$ cat src/rtl/class_result_decoder_pkg.sv
// Shared constants, state encoding and configuration check for class_result_decoder.
package class_result_decoder_pkg;

    localparam int unsigned FP32_W          = 32;
    localparam logic [7:0]  FP32_NAN_EXP    = 8'hFF;
    localparam logic [31:0] CONF_THRESH_DEF = 32'h3F00_0000;  // 0.5
    localparam int unsigned NUM_CLASS_DEF   = 7;
    localparam int unsigned IDX_W_DEF       = 3;

    typedef enum logic [1:0] {
        ST_IDLE = 2'd0,
        ST_SCAN = 2'd1,
        ST_HOLD = 2'd2
    } state_e;

    // Legal configuration: 2..16 classes, index exactly clog2(NUM_CLASS) wide, fp32 scores.
    function automatic bit cfg_ok(int unsigned data_w, int unsigned num_class, int unsigned idx_w);
        return (data_w == FP32_W) && (num_class >= 2) && (num_class <= 16) &&
               (idx_w == $clog2(num_class));
    endfunction

endpackage

$ cat src/rtl/class_result_decoder_if.sv
// Score-vector input and decoded-result output of the classifier readout.
// slave : the decoder (consumes Data_In/Valid_In/Ready_Out/Clr_Ovf, drives the result).
// master: the producer/host side.
interface class_result_if
    import class_result_decoder_pkg::*;
#(
    parameter int unsigned DATA_WIDHT = FP32_W,
    parameter int unsigned NUM_CLASS  = NUM_CLASS_DEF,
    parameter int unsigned IDX_W      = IDX_W_DEF
);
    logic [DATA_WIDHT*NUM_CLASS-1:0] Data_In;
    logic                            Valid_In;
    logic                            Ready_Out;
    logic                            Clr_Ovf;
    logic [IDX_W-1:0]                Class_Idx;
    logic [DATA_WIDHT-1:0]           Class_Score;
    logic                            Low_Conf;
    logic                            Valid_Out;
    logic                            Busy;
    logic                            Overflow;

    modport slave (
        input  Data_In, Valid_In, Ready_Out, Clr_Ovf,
        output Class_Idx, Class_Score, Low_Conf, Valid_Out, Busy, Overflow
    );

    modport master (
        output Data_In, Valid_In, Ready_Out, Clr_Ovf,
        input  Class_Idx, Class_Score, Low_Conf, Valid_Out, Busy, Overflow
    );
endinterface

$ cat src/rtl/class_result_decoder_fp32_greater.sv
// Combinational fp32 "a > b": sign-magnitude compare, +0 == -0, any NaN gives 0.
// Ports: a, b (fp32 operands), gt (1 when a is strictly greater than b).
module fp32_greater
    import class_result_decoder_pkg::*;
(
    input  logic [FP32_W-1:0] a,
    input  logic [FP32_W-1:0] b,
    output logic              gt
);
    logic a_nan;
    logic b_nan;
    logic both_zero;

    assign a_nan     = (a[30:23] == FP32_NAN_EXP) && (a[22:0] != 23'd0);
    assign b_nan     = (b[30:23] == FP32_NAN_EXP) && (b[22:0] != 23'd0);
    assign both_zero = (a[30:0] == 31'd0) && (b[30:0] == 31'd0);

    always_comb begin
        gt = 1'b0;
        if (!(a_nan || b_nan || both_zero)) begin
            case ({a[31], b[31]})
                2'b00:   gt = (a[30:0] > b[30:0]);
                2'b01:   gt = 1'b1;
                2'b10:   gt = 1'b0;
                default: gt = (a[30:0] < b[30:0]);  // both negative: smaller magnitude wins
            endcase
        end
    end
endmodule

$ cat src/rtl/class_result_decoder.sv
// Captures a softmax score vector on a one-cycle pulse, runs a sequential argmax
// (one compare per cycle) and holds class index / score / low-confidence flag
// under a valid/ready handshake.
// Ports: clk, rst (async active-low), bus (class_result_if.slave: Data_In, Valid_In,
// Ready_Out, Clr_Ovf in; Class_Idx, Class_Score, Low_Conf, Valid_Out, Busy, Overflow out).
module class_result_decoder
    import class_result_decoder_pkg::*;
#(
    parameter int unsigned DATA_WIDHT  = FP32_W,
    parameter int unsigned NUM_CLASS   = NUM_CLASS_DEF,
    parameter int unsigned IDX_W       = IDX_W_DEF,
    parameter logic [31:0] CONF_THRESH = CONF_THRESH_DEF
)(
    input  logic           clk,
    input  logic           rst,
    class_result_if.slave  bus
);
    if (!cfg_ok(DATA_WIDHT, NUM_CLASS, IDX_W)) begin : g_cfg_err
        $error("class_result_decoder: illegal DATA_WIDHT/NUM_CLASS/IDX_W combination");
    end

    state_e                state_q, state_d;
    logic [DATA_WIDHT-1:0] score_q [NUM_CLASS];
    logic [DATA_WIDHT-1:0] best_q;
    logic [IDX_W-1:0]      idx_q;
    logic [IDX_W-1:0]      cnt_q;

    logic [IDX_W-1:0]      res_idx_q;
    logic [DATA_WIDHT-1:0] res_score_q;
    logic                  low_conf_q;
    logic                  valid_out_q;
    logic                  busy_q;
    logic                  ovf_q;

    logic [DATA_WIDHT-1:0] cand_c;
    logic                  cand_gt_c;
    logic [DATA_WIDHT-1:0] best_next_c;
    logic [IDX_W-1:0]      idx_next_c;
    logic                  below_c;
    logic                  handshake_c;
    logic                  capture_c;
    logic                  drop_c;
    logic                  last_c;

    // Argmax step: the candidate must be strictly greater, so ties keep the lower index.
    assign cand_c = score_q[cnt_q];

    fp32_greater u_argmax_cmp (
        .a  (cand_c),
        .b  (best_q),
        .gt (cand_gt_c)
    );

    assign best_next_c = cand_gt_c ? cand_c : best_q;
    assign idx_next_c  = cand_gt_c ? cnt_q  : idx_q;

    // Threshold compare with swapped operands: best < CONF_THRESH.
    fp32_greater u_thresh_cmp (
        .a  (CONF_THRESH),
        .b  (best_next_c),
        .gt (below_c)
    );

    // Valid_Out is only ever high in HOLD, so this is the HOLD handshake.
    assign handshake_c = valid_out_q & bus.Ready_Out;
    assign capture_c   = bus.Valid_In & ((state_q == ST_IDLE) || handshake_c);
    assign drop_c      = bus.Valid_In & ~capture_c;
    assign last_c      = (state_q == ST_SCAN) && (cnt_q == IDX_W'(NUM_CLASS - 1));

    // Next-state logic.
    always_comb begin
        state_d = state_q;
        case (state_q)
            ST_IDLE: if (capture_c) state_d = ST_SCAN;
            ST_SCAN: if (last_c)    state_d = ST_HOLD;
            ST_HOLD: if (handshake_c) state_d = bus.Valid_In ? ST_SCAN : ST_IDLE;
            default: state_d = ST_IDLE;
        endcase
    end

    // State register.
    always_ff @(posedge clk or negedge rst) begin
        if (!rst) state_q <= ST_IDLE;
        else      state_q <= state_d;
    end

    // Capture, scan datapath and registered outputs.
    always_ff @(posedge clk or negedge rst) begin
        if (!rst) begin
            for (int k = 0; k < int'(NUM_CLASS); k++) score_q[k] <= '0;
            best_q      <= '0;
            idx_q       <= '0;
            cnt_q       <= '0;
            res_idx_q   <= '0;
            res_score_q <= '0;
            low_conf_q  <= 1'b0;
            valid_out_q <= 1'b0;
            busy_q      <= 1'b0;
            ovf_q       <= 1'b0;
        end else begin
            if (capture_c) begin
                for (int k = 0; k < int'(NUM_CLASS); k++)
                    score_q[k] <= bus.Data_In[k*DATA_WIDHT +: DATA_WIDHT];
                best_q <= bus.Data_In[DATA_WIDHT-1:0];
                idx_q  <= '0;
                cnt_q  <= IDX_W'(1);
            end else if (state_q == ST_SCAN) begin
                best_q <= best_next_c;
                idx_q  <= idx_next_c;
                if (!last_c) cnt_q <= IDX_W'(cnt_q + IDX_W'(1));
            end

            if (last_c) begin
                res_idx_q   <= idx_next_c;
                res_score_q <= best_next_c;
                low_conf_q  <= below_c;
            end

            valid_out_q <= (state_d == ST_HOLD);
            busy_q      <= (state_d != ST_IDLE);

            // Set wins over clear.
            if (drop_c)           ovf_q <= 1'b1;
            else if (bus.Clr_Ovf) ovf_q <= 1'b0;
        end
    end

    assign bus.Class_Idx   = res_idx_q;
    assign bus.Class_Score = res_score_q;
    assign bus.Low_Conf    = low_conf_q;
    assign bus.Valid_Out   = valid_out_q;
    assign bus.Busy        = busy_q;
    assign bus.Overflow    = ovf_q;

endmodule

$ cat src/flat_wrapper.sv
// flat-port wrapper written by rule: the top's interface ports become plain ports
module class_result_decoder_flat import class_result_decoder_pkg::*;
#(
    parameter int unsigned DATA_WIDHT  = FP32_W,
    parameter int unsigned NUM_CLASS   = NUM_CLASS_DEF,
    parameter int unsigned IDX_W       = IDX_W_DEF,
    parameter logic [31:0] CONF_THRESH = CONF_THRESH_DEF
)
  (clk, rst, bus_Data_In, bus_Valid_In, bus_Ready_Out, bus_Clr_Ovf, bus_Class_Idx, bus_Class_Score, bus_Low_Conf, bus_Valid_Out, bus_Busy, bus_Overflow);
  class_result_if #(.DATA_WIDHT(DATA_WIDHT), .NUM_CLASS(NUM_CLASS), .IDX_W(IDX_W)) bus_i ();
  input  logic clk;
  input  logic rst;
  input wire logic [$bits(bus_i.Data_In)-1:0] bus_Data_In;
  input wire logic [$bits(bus_i.Valid_In)-1:0] bus_Valid_In;
  input wire logic [$bits(bus_i.Ready_Out)-1:0] bus_Ready_Out;
  input wire logic [$bits(bus_i.Clr_Ovf)-1:0] bus_Clr_Ovf;
  output wire logic [$bits(bus_i.Class_Idx)-1:0] bus_Class_Idx;
  output wire logic [$bits(bus_i.Class_Score)-1:0] bus_Class_Score;
  output wire logic [$bits(bus_i.Low_Conf)-1:0] bus_Low_Conf;
  output wire logic [$bits(bus_i.Valid_Out)-1:0] bus_Valid_Out;
  output wire logic [$bits(bus_i.Busy)-1:0] bus_Busy;
  output wire logic [$bits(bus_i.Overflow)-1:0] bus_Overflow;
  assign bus_i.Data_In = bus_Data_In;
  assign bus_i.Valid_In = bus_Valid_In;
  assign bus_i.Ready_Out = bus_Ready_Out;
  assign bus_i.Clr_Ovf = bus_Clr_Ovf;
  assign bus_Class_Idx = bus_i.Class_Idx;
  assign bus_Class_Score = bus_i.Class_Score;
  assign bus_Low_Conf = bus_i.Low_Conf;
  assign bus_Valid_Out = bus_i.Valid_Out;
  assign bus_Busy = bus_i.Busy;
  assign bus_Overflow = bus_i.Overflow;
  class_result_decoder #(.DATA_WIDHT(DATA_WIDHT), .NUM_CLASS(NUM_CLASS), .IDX_W(IDX_W), .CONF_THRESH(CONF_THRESH)) u_core (.clk(clk), .rst(rst), .bus(bus_i));
endmodule
$ cat config.mk
export PLATFORM = sky130hd
export DESIGN_NAME = class_result_decoder_flat
export DESIGN_NICKNAME = d
export VERILOG_FILES = /design/src/rtl/class_result_decoder_pkg.sv /design/src/rtl/class_result_decoder_if.sv /design/src/rtl/class_result_decoder_fp32_greater.sv /design/src/rtl/class_result_decoder.sv /design/src/flat_wrapper.sv
export SDC_FILE = /design/constraint.sdc
export NUM_CORES = 1
export LEC_CHECK = 0
export CORE_MARGIN = 2
export CORE_UTILIZATION = 40
export CTS_CLUSTER_SIZE = 12
export DETAILED_ROUTE_END_ITERATION = 8
export PLACE_DENSITY_LB_ADDON = 0.3
export SLEW_MARGIN = 20
export SYNTH_ARGS = -nofsm -noshare
export SYNTH_HDL_FRONTEND = slang
export SYNTH_SLANG_ARGS = --single-unit
export TNS_END_PERCENT = 30
$ cat constraint.sdc
create_clock -name clk -period 3.8 [get_ports clk]
set_input_delay 0.76 -clock clk [delete_from_list [all_inputs] [get_ports clk]]
set_output_delay 0.76 -clock clk [all_outputs]
set_load 0.01 [all_outputs]
==> results.sh, run 1 <==
export IMPL_vdd_drop_max_mv=0.6719
export IMPL_max_slew_margin_pct=41.55
export IMPL_yosys_area_top_type="dfrtp_1"
export IMPL_vias=14164
export IMPL_yosysWarnings=0
export IMPL_synth_cell_types=66
export IMPL_cts_htree_levels=2
export IMPL_initial_core_util_pct=40.61
export IMPL_criticalPathCategory="register to register"
export IMPL_via_per_inst=5.381
export IMPL_synth_avg_cell_area_sq_um=8.877
export IMPL_cts_path_max_buffers=3
export IMPL_combPwrFrac_pct=57.8
export IMPL_placed_area_sq_um=19770
export IMPL_grt_pass1_vias=13993
export IMPL_syn_nets=2030
export IMPL_overflow=0
export IMPL_cts_sinks=303
export IMPL_p_seq_share_pct=26.7
export IMPL_setup_worst_path_end_class="register"
export IMPL_clk_pin_slew_ns=0.06
export IMPL_p_int_uw=12580
export IMPL_area_growth_syn_to_layout_pct=37.50
export IMPL_drt_first_pass_iters=7
export IMPL_numPortBuffers=267
export IMPL_synth_edf_count=0
export IMPL_setup_slack_ns=-0.2266
export IMPL_ys_flop_type="dfrtp_1"
export IMPL_cts_tree="built"
export IMPL_grtUsageTotal_pct=25.37
export IMPL_outcome="finished, violations left"
export IMPL_powerDensity_nw_per_um2=1013
export IMPL_die_h_um=202.1
export IMPL_fmax_ghz=0.2483
export IMPL_grt_first_pass_wirelength_um=80670
export IMPL_cp_start_kind="register"
export IMPL_rsz0062_at_grt="yes"
export IMPL_tightestPinTransition_ns=0.8767
export IMPL_final_layout_size_suffix_gt1_share_pct=16.41
export IMPL_finalSetupViolations=71
export IMPL_hold_buffers=0
export IMPL_critPathMaxFanout=8
export IMPL_slew_viol_final=0
export IMPL_drc=0
export IMPL_gp_congestion=0.9401
export IMPL_diodes=0
export IMPL_synth_xor_area_share_pct=0.05581
export IMPL_yosys_area_share_simple_pct=25.29
export IMPL_hold_viol=0
export IMPL_synth_compound_area_share_pct=10.96
export IMPL_min_path_type="primary input to asynchronous set/reset pin"
export IMPL_syn_area_sq_um=15690
export IMPL_leakage_uw=0.01020
export IMPL_synth_mux_area_fraction_pct=7.550
export IMPL_yosys_cell_count_top_type="nand2_1"
export IMPL_ios=268
export IMPL_fin_setup_tns_ns=-8.331
export IMPL_worstSetupStartpoint="u_core.cnt_q[1]"
export IMPL_rr_startpoint="u_core.cnt_q[1]"
export IMPL_cts_buffers_inserted=34
export IMPL_clock_root_buffer="clkbuf_16"
export IMPL_antenna_found_initial=0
export IMPL_finClkSkew_ns=0.01601
export IMPL_netSwitchingFraction_pct=42.44
export IMPL_arrival_ns=4.42
export IMPL_maxCapViolations=0
export IMPL_n_fill_cell=3359
export IMPL_fp_dieW_um=202.1
export IMPL_p_clk_share_pct=15.5
export IMPL_syn_inst=1768
export IMPL_synth_async_reset_ratio_pct=100.0
export IMPL_synth_top_area_share_pct=48.31
export IMPL_fin_crit_sh_pct=106.0
export IMPL_clock_latency_ns=0.51
export IMPL_yosys_top_cells_area="dfrtp_1, nand2_1, mux2i_1"
export IMPL_min_period_ns=4.027
export IMPL_synth_top_cells_by_count="nand2_1, dfrtp_1, clkbuf_1"
export IMPL_synth_top_family_by_area="simple AND/OR/NAND/NOR gates"
export IMPL_std_cell_rows=72
export IMPL_seq_area_frac_synth_pct=48.31
export IMPL_ant_nets=0
export IMPL_synth_fa_ha_area_share_pct=2.631
export IMPL_grt_start_max_net_pins=116
export IMPL_dp_slack_ns=-0.2568
export IMPL_wire_per_inst_um=20.03
export IMPL_switchingPower_uw=9279
export IMPL_critical_path_required_ns=4.19
export IMPL_routed_wl_um=52720
export IMPL_final_area_sq_um=21580
export IMPL_dieArea_sq_um=40830
export IMPL_coreArea_sq_um=38650
export IMPL_drtIter0Drc=1548
export IMPL_finalNetCount=2354
export IMPL_violations="setup timing"
export IMPL_hpwlAfterDp_um=39040
export IMPL_synth_seq_cells=303
## what timing repair did
action                     CTS  global route
setup endpoints to repair   71            71
setup buffers                7            17
pin swaps                    0            18
gates cloned                 0             2
resized for setup           31            58
## final cells by class
| class | instances | area (sq um) | share of cell area (%) |
|---|---|---|---|
| Multi-Input combinational cell | 1286 | 7821 | 36.25 |
| Sequential cell | 303 | 7591 | 35.18 |
| Timing Repair Buffer | 410 | 4165 | 19.30 |
| Clock buffer | 50 | 992.2 | 4.598 |
| Tap cell | 518 | 648.1 | 3.004 |
| Inverter | 57 | 216.5 | 1.003 |
| Clock inverter | 8 | 143.9 | 0.6668 |
## metrics by stage
stage / instances / utilization, % / total power, uW / hold WS (ns)
after floorplan: 1768 / - / 12720 / 0.4385
after global placement: 2548 / 51.15 / 16950 / 0.4558
after detailed placement: 2548 / 51.15 / 17210 / 0.4620
after CTS: 2613 / 54.59 / 20950 / 0.3455
after global routing: 2632 / 55.83 / 23230 / 0.3756
final: 2632 / 55.83 / 21860 / 0.3240
## routing by layer
metal  track usage [%]  vias up  wire length (um)
met2             37.47      568             23020
met3             4.692       79              4095
li1                  -     6636                 -
met5                 0        -                 0
met4             6.723        0              1300
met1             38.16     6881             24300
## kinds of logic (layout without fill, tap and decap cells)
logic type,Yosys count,count (layout)
flip-flops,303,303
AO/OA/AOI/OAI,193,193
XOR/XNOR,1,1
AND/OR/NAND/NOR,960,960
adder cells (fa/ha/maj),33,33
buffers and inverters,179,525
multiplexers,99,99
## cell usage in the layout (no fill, tap or decap), types with 18 or more instances in the layout
cell type / netlist / routed
nor2_1: 57 / 57
ha_1: 33 / 27
a22oi_1: 28 / 26
mux2i_1: 64 / 61
nand4_1: 54 / 54
dfrtp_1: 303 / 300
buf_12: 0 / 27
buf_4: 1 / 106
clkbuf_16: 0 / 37
clkdlybuf4s50_1: 0 / 266
mux2_2: 20 / 18
nand2_1: 768 / 760
o311ai_2: 28 / 35
inv_1: 54 / 50
## power groups by stage
stage | clock, uW | combinational [uW] | sequential [uW]
4_1_cts | 3440 | 11700 | 5820
3_3_place_gp | 0 | 11100 | 5830
3_5_place_dp | 0 | 11300 | 5870
5_1_grt | 3570 | 13700 | 5990
6_report | 3390 | 12600 | 5830
2_1_floorplan | 0 | 7190 | 5530
## flip-flops by register name, summed over array words and instances, names as in the netlist
name,count
u_core.idx_q,3
u_core.score_q,224
u_core.bus.Class_Score,32
u_core.bus.Busy,1
u_core.state_q,2
u_core.bus.Class_Idx,3
u_core.cnt_q,3
u_core.bus.Overflow,1
u_core.best_q,32
u_core.bus.Valid_Out,1
u_core.bus.Low_Conf,1
## critical path, stage by stage (launching register included)
cell,delay [ns]
dfrtp_4,0.50
buf_8,0.15
buf_12,0.14
mux2_4,0.29
a221o_1,0.35
nand2_1,0.11
inv_2,0.05
ha_4,0.25
nand4_1,0.17
a21oi_2,0.20
nor3_2,0.07
o21a_1,0.22
o221a_4,0.29
mux2i_4,0.22
buf_12,0.17
buf_8,0.12
or4_4,0.49
o311ai_1,0.10
## path summary, 6_finish.rpt
| kind | slack (ns) | depth (start not counted) | to |
|---|---|---|---|
| setup / recovery | -0.23 | 17 | u_core.bus.Class_Score[9] |
| hold / removal | 0.32 | 1 | u_core.best_q[30] |
| setup reg to reg | -0.23 | 17 | u_core.bus.Class_Score[9] |
| hold reg to reg | 0.47 | 2 | u_core.score_q[73] |
| max in group asynchronous | 2.54 | 2 | u_core.score_q[27] |
| min in group clk | 0.47 | 2 | u_core.score_q[73] |
Power figures use the tool's default switching activity.
==> inputs of run 2 (changes only) <==
- ABC_CLOCK_PERIOD_IN_PS: unset -> 3800
==> results of run 2 <==
The final DEF is identical to that of run 1; final timing and power are the same.
==> inputs of run 3 (changes only) <==
- HOLD_SLACK_MARGIN: unset -> 0.03
==> results of run 3 <==
The final DEF is identical to that of run 1; final timing and power are the same.
